**config.mk**
```make
export PLATFORM = sky130hd
export DESIGN_NAME = input_row_packer
export DESIGN_NICKNAME = d
export VERILOG_FILES = /design/src/rtl/input_row_packer.sv
export SDC_FILE = /design/constraint.sdc
export NUM_CORES = 2
export LEC_CHECK = 0
export BUFFER_PORTS_ARGS = -buffer_cell sky130_fd_sc_hd__buf_4
export CAP_MARGIN = 20
export CORE_AREA = 2 2 438 440
export DETAILED_ROUTE_END_ITERATION = 10
export DIE_AREA = 0 0 440 442
export PLACE_DENSITY = 0.44
export SLEW_MARGIN = 0
export SYNTH_ARGS = -nofsm -noshare
export SYNTH_HDL_FRONTEND = slang
export SYNTH_SLANG_ARGS = --single-unit
```
**constraint.sdc**
```tcl
create_clock -name clk -period 2.8 [get_ports clk]
set_clock_uncertainty 0.2 [all_clocks]
set_input_delay 0.28 -clock clk [delete_from_list [all_inputs] [get_ports clk]]
set_output_delay 0.28 -clock clk [all_outputs]
set_load 0.01 [all_outputs]
```
**src/rtl/input_row_packer.sv**
```systemverilog
// Packs narrow input beats into full memory rows and writes each completed row
// to consecutive addresses, starting at row 0, until the requested row count is reached.
//
// state | meaning
// ------+--------------------------------------------------------------
// IDLE  | waiting for start; counters and outputs quiet
// FILL  | s_ready high; accepted beats are stored in the row buffer
// WRITE | single-cycle memory write of the completed row buffer
// DONE  | single-cycle done pulse, then back to IDLE
module input_row_packer #(
  parameter int ARRAY_SIZE = 64,
  parameter int DATA_WIDTH = 16,
  parameter int ADDR_WIDTH = 6,
  parameter int IN_WORDS   = 4
) (
  input  logic                             clk,
  input  logic                             rst_n,
  input  logic                             start,
  input  logic [ADDR_WIDTH:0]              num_rows,
  input  logic                             s_valid,
  input  logic [IN_WORDS*DATA_WIDTH-1:0]   s_data,
  output logic                             s_ready,
  output logic                             mem_en,
  output logic                             mem_we,
  output logic [ADDR_WIDTH-1:0]            mem_addr,
  output logic [ARRAY_SIZE*DATA_WIDTH-1:0] mem_din,
  output logic                             busy,
  output logic                             done
);

  localparam int BEATS   = ARRAY_SIZE / IN_WORDS;
  localparam int IN_BITS = IN_WORDS * DATA_WIDTH;
  localparam int BW      = (BEATS > 1) ? $clog2(BEATS) : 1;
  localparam logic [BW-1:0] LAST_BEAT = BW'(BEATS - 1);

  typedef enum logic [1:0] {
    IDLE  = 2'd0,
    FILL  = 2'd1,
    WRITE = 2'd2,
    DONE  = 2'd3
  } state_t;

  state_t                          state_q;
  state_t                          state_d;
  logic [ADDR_WIDTH-1:0]           row_q;
  logic [BW-1:0]                   beat_q;
  logic [ADDR_WIDTH:0]             num_rows_q;
  logic [ADDR_WIDTH:0]             rows_m1;
  logic [ARRAY_SIZE*DATA_WIDTH-1:0] row_buf;
  logic                            last_row;

  assign rows_m1  = num_rows_q - {{ADDR_WIDTH{1'b0}}, 1'b1};
  assign last_row = ({1'b0, row_q} == rows_m1);

  always_ff @(posedge clk or negedge rst_n) begin
    if (!rst_n) begin
      state_q <= IDLE;
    end else begin
      state_q <= state_d;
    end
  end

  always_comb begin
    state_d = state_q;
    s_ready = 1'b0;
    mem_en  = 1'b0;
    mem_we  = 1'b0;
    done    = 1'b0;
    case (state_q)
      IDLE: begin
        if (start) begin
          state_d = (num_rows == '0) ? DONE : FILL;
        end
      end
      FILL: begin
        s_ready = 1'b1;
        if (s_valid && (beat_q == LAST_BEAT)) begin
          state_d = WRITE;
        end
      end
      WRITE: begin
        mem_en  = 1'b1;
        mem_we  = 1'b1;
        state_d = last_row ? DONE : FILL;
      end
      DONE: begin
        done    = 1'b1;
        state_d = IDLE;
      end
      default: state_d = IDLE;
    endcase
  end

  // Counters, captured row count and row buffer
  always_ff @(posedge clk or negedge rst_n) begin
    if (!rst_n) begin
      row_q      <= '0;
      beat_q     <= '0;
      num_rows_q <= '0;
      row_buf    <= '0;
    end else begin
      case (state_q)
        IDLE: begin
          if (start && (num_rows != '0)) begin
            num_rows_q <= num_rows;
            row_q      <= '0;
            beat_q     <= '0;
          end
        end
        FILL: begin
          if (s_valid) begin
            for (int k = 0; k < BEATS; k++) begin
              if (beat_q == BW'(k)) begin
                row_buf[k*IN_BITS +: IN_BITS] <= s_data;
              end
            end
            beat_q <= (beat_q == LAST_BEAT) ? '0 : beat_q + BW'(1);
          end
        end
        WRITE: begin
          if (!last_row) begin
            row_q <= row_q + ADDR_WIDTH'(1);
          end
        end
        default: ;
      endcase
    end
  end

  // Address and data are only presented during the write cycle
  assign mem_addr = (state_q == WRITE) ? row_q : '0;
  assign mem_din  = (state_q == WRITE) ? row_buf : '0;
  assign busy     = (state_q != IDLE);

endmodule

```
* After elaboration in Yosys (flattened, before gate mapping)
Index checks and enable logic that the tools add are counted.
** Cells by class
- Add/subtract/negate cells :: 3
- Equality and inequality tests :: 24
- Mux-type cells :: 17
- Reductions and logical operators :: 29
** Operators by type and width (count)
- 1024-bit 2-to-1 mux :: 1
- 3-bit AND reduction :: 18
- 4-bit == test, second input constant :: 8
- 6-bit 2-to-1 mux :: 3
- 4-bit by 3-bit == test with 1-bit output, second input constant :: 4
- 4-bit 2-to-1 mux :: 3
- 6-bit one-hot mux with 2 select lines :: 1
- 2-bit inequality test, second input constant :: 5
- 4-bit by 2-bit == test with 1-bit output, second input constant :: 2
- 2-bit 2-to-1 mux :: 4
- 2-bit one-hot mux with 4 select lines :: 1
- 4-bit one-hot mux with 2 select lines :: 1
- 6-bit by 7-bit == test with 1-bit output :: 1
- 7-bit zero test :: 1
- 7-bit nonzero test :: 1
- 7-bit by 1-bit subtractor with 7-bit output, second input constant :: 1
- 6-bit by 1-bit adder with 6-bit output, second input constant :: 1
- 2-bit nonzero test :: 3
- 4-bit by 1-bit adder with 4-bit output, second input constant :: 1
- 2-bit == test, second input constant :: 2
- 4-bit by 1-bit == test with 1-bit output, second input constant :: 1
- 4-bit zero test :: 1
- 2-bit AND reduction :: 2
- 1-bit 2-to-1 mux :: 3
- other kinds (3) :: 4
** Storage, ports and cells
- Register bits after elaboration :: 1043
- Input port bits :: 75
- Output and inout port bits :: 1035
- Logic and storage cells :: 93

* Logic depth before layout (Yosys ltp)
- Depth in word-level cells :: 4
- Mapped depth :: 8
- Gate-level depth less buffers :: 8

* Least setup slack after synthesis
Ideal clock, no wire load.
- Kind :: reg-to-reg
- Start point :: register num_rows_q[0]
- End point :: register row_q[1]
- Library setup time :: 0.122 ns
- Arrival :: 1.892 ns
- Data required time :: 2.478 ns
- Slack :: 0.587 ns
- Cell stages (with the launch flop) :: 8
- Buffers on the path :: 0
- Period minus slack after synthesis :: 2.213 ns
- Cell sequence :: dfrtp_1 -> inv_1 -> ha_1 -> nor3b_1 -> mux2i_1 -> nand4_1 -> a221o_2 -> a32o_1
** On the way
- Cells in the longest elaborated chain, start to end :: 4
** RTL lines
- start, declared :: line 47 : logic [ADDR_WIDTH:0] num_rows_q;
- start signal, assigned :: line 105 : num_rows_q <= num_rows;
- 7-bit by 1-bit subtractor with 7-bit output :: line 52 : assign rows_m1 = num_rows_q - {{ADDR_WIDTH{1'b0}}, 1'b1};
- 6-bit by 7-bit == test with 1-bit output :: line 53 : assign last_row = ({1'b0, row_q} == rows_m1);
- 2-bit inequality test (no line)
- 3-bit AND reduction (no line)
- end signal, assigned :: line 122 : row_q <= row_q + ADDR_WIDTH'(1);
- end, declared :: line 45 : logic [ADDR_WIDTH-1:0] row_q;
Every way passes these cells.
A chain may end at the register's enable or synchronous reset.

* Worst setup path after layout
- Start point :: register state_q[0]
- End point :: output mem_din[367]
** On the way
- Cells in the longest elaborated chain, start to end :: 2
** RTL lines
- start, declared :: line 43 : state_t state_q;
- start signal, assigned :: line 59 : state_q <= state_d;
- 2-bit == test :: line 132 : assign mem_din = (state_q == WRITE) ? row_buf : '0;
- 1024-bit 2-to-1 mux :: line 132
- end, declared :: line 26 : output logic [ARRAY_SIZE*DATA_WIDTH-1:0] mem_din,
Every way passes these cells.

==> out/qor.yml <==
status:
  status: "finished with violations"
  violations: "setup timing"
detailed_routing:
  wl_um: 213000
  dr.pass1.iters: 5
  ant_nets: 0
  drt-vias-per-instance: 4.46
  vias: 32900
  post-route-drc-count: 0
  wire_per_inst_um: 28.8
  drtIter0Drc: 1672
cells_and_area:
  fill_cells: 18900
  fin_util: 0.354
  final_nets: 4821
  ff_latch_area_um2: 26100
  final_layout_size_suffix_gt1_frac: 0.388
  area_delta_synth_final_pct: 44.8
  finalNonFillerCells: 7387
  multiInputGateArea_um2: 19600
timing:
  tightestPinTransition_ns: 0.677
  worst_slack_ns: -0.0283
  finalSetupViolations: 20
  maxSlewViolCount: 0
  rsz0062_at_grt: "true"
  final_hold_viol_count: 0
  clock.fmax_mhz: 354
  fin_crit_sh: 1.01
  finalCriticalPeriod_ns: 2.83
  max-slew-margin-rel: 0.549
yosys:
  synth-seq-area-share: 0.562
  synth_area_leader_cell: "dfrtp_1"
  synth_edf_count: 0
  ys_top_cells_by_area: "dfrtp_1 (56%), mux2_1 (23%), and2_1 (14%)"
  synth_compound_area_frac: 0.00445
  synth-simple-area-share: 0.151
  ys_ff_latch: 1043
  synth_top_area_share: 0.562
  syn_nets: 3591
  synthCells: 3510
  synthAdderAreaFrac: 0.00162
  async_reset_ff_frac: 1.00
  ys_warn_count: 0
  synth_xor_xnor_area_share: 0.000944
  yosys_most_used_dff: "dfrtp_1"
  syn_avg_cell_area_um2: 13.2
  synth_commonest_cells: "dfrtp_1 (1043), and2_1 (1031), mux2_1 (960)"
  syn_area_um2: 46400
  ys_types: 47
  muxShareOfSynthArea: 0.250
  synth_top_family_by_area: "multiplexers"
  yosysMostFrequentCell: "dfrtp_1"
worst_hold_path:
  whs_path_depth: 3
  hp-class: "input port to register"
power:
  power_density_nw_per_um2: 759
  power_leakage_nw: 34.2
  vdd_ir_drop_max_mv: 0.658
grt:
  grtUsageMet3: 0.0455
  grt_overflow_total: 0
  grt_max_degree: 84
  track_usage: 0.210
  grt_pass1_vias: 33600
  gr-usage-met2: 0.361
  busiest_layer: "met2"
  antenna_found_initial: 47
  grt_pass1_wl_um: 285000
  met1_usage: 0.258
floorplan:
  dieArea_um2: 194000
  num_rows: 160
  initial_core_util: 0.245
  core-area_um2: 190000
  io_pins: 1110
  die_h_um: 442
  die_w_um: 440
cts:
  root_buffer: "clkbuf_16"
  clock_sinks: 1043
  insertion_delay_ns: 0.77
  cts_buffer_depth: 3
  cts_tree: "done"
  clk_pin_slew_ns: 0.05
  htree_levels: 4
  numCtsBuffers: 132
flow_run:
  drv_cap: 0
critical_path:
  crit_arrival_ns: 2.35
  cp.required_ns: 2.32
  end_kind: "output port"
  start_kind: "register"
  reg2reg_depth: 8
  path_class: "register to output port"
  worst-path-max-fanout: 8
place:
  place_congestion: 0.797
  dpl.cell_count: 6946
  hpwl_um: 139000
  portBuffers: 1109
-- critical path: stages (launching register included) --
cell,delay [ns]
dfrtp_2,0.42
nor2b_4,0.17
buf_6,0.14
buf_16,0.16
buf_16,0.19
clkbuf_16,0.19
and2_4,0.15
buf_6,0.11
-- cells in the final DEF (no fill, tap or decap), drive strengths merged, types with 4 or more instances in the layout --
cell,instances
buf,1270
dfrtp,1043
and2,1031
mux2,1029
clkbuf,222
dlygate4sd3,78
diode,38
clkinv,20
nor2,19
inv,15
nand2,14
o21ai,11
nand3,11
bufbuf,7
nand4,7
nand2b,6
ha,6
bufinv,6
nand3b,4
-- worst paths after layout --
kind / startpoint / endpoint / slack (ns)
setup reg to reg: state_q[0]$_DFFE_PN0P_ / row_buf[869]$_DFFE_PN0P_ / 0.08
hold / removal: num_rows[3] / num_rows_q[3]$_DFFE_PN0P_ / 0.16
hold reg to reg: row_buf[549]$_DFFE_PN0P_ / row_buf[549]$_DFFE_PN0P_ / 0.27
min in group asynchronous: rst_n / row_buf[1019]$_DFFE_PN0P_ / 0.24
max in group asynchronous: rst_n / row_buf[367]$_DFFE_PN0P_ / 1.07
setup / recovery: state_q[0]$_DFFE_PN0P_ / mem_din[367] / -0.03
-- logic make-up (layout without fill, tap and decap cells) --
family,after synthesis,after routing
AO/OA/AOI/OAI,29,29
XOR/XNOR,5,5
adder cells (fa/ha/maj),6,6
buffers and inverters,291,1619
flip-flops,1043,1043
multiplexers,1031,1031
other,0,38
AND/OR/NAND/NOR,1105,1105
-- what timing repair did --
| item | 4_1_cts | 5_1_grt |
|---|---|---|
| setup endpoints to repair | 1001 | 964 |
| setup buffers | 28 | 9 |
| hold buffers | 78 | 0 |
| hold endpoints to repair | 1986 | 0 |
| gates resized for setup | 176 | 481 |
| gates cloned | 35 | 36 |
| pin swaps | 17 | 176 |
-- power breakdown --
group | total [W] | internal (W) | switching (W)
sequential | 0.0207 | 0.0189 | 0.00183
combinational | 0.0130 | 0.00660 | 0.00635
clock | 0.0174 | 0.0102 | 0.00714
total | 0.0510 | 0.0357 | 0.0153
-- sequential cells by signal, indices dropped and copies added, names as in the netlist --
signal and count:
row_buf 1024, num_rows_q 7, row_q 6, beat_q 4, state_q 2
-- per-layer routing --
layer | part of all wire | up-vias
met5 | 0 | -
met2 | 0.50 | 1022
met3 | 0.057 | 267
met4 | 0.038 | 0
li1 | - | 14300
met1 | 0.41 | 17400
-- stage by stage --
step	hold WS (ns)	setup TNS (ns)	worst slack [ns]	total power [W]	cell area (µm²)
after floorplan	-0.216	0	0.587	0.0258	46400
after global placement	0.121	0	0.306	0.0305	57900
after CTS	0.0879	-41.55	-0.131	0.0505	65000
after global routing	0.124	-49.00	-0.121	0.0535	67100
after detailed placement	0.119	0	0.301	0.0307	57900
final	0.160	-0.224	-0.0283	0.0510	67200
-- layout make-up --
class,count,area share
multi-input cells,2176,0.292
clock buffers,196,0.0578
well taps,2511,0.0468
clock inverters,36,0.00734
flip-flops and latches,1043,0.389
inverters,6,0.000335
repair buffers,1381,0.206
diodes,38,0.00142
Power figures use the tool's default switching activity.
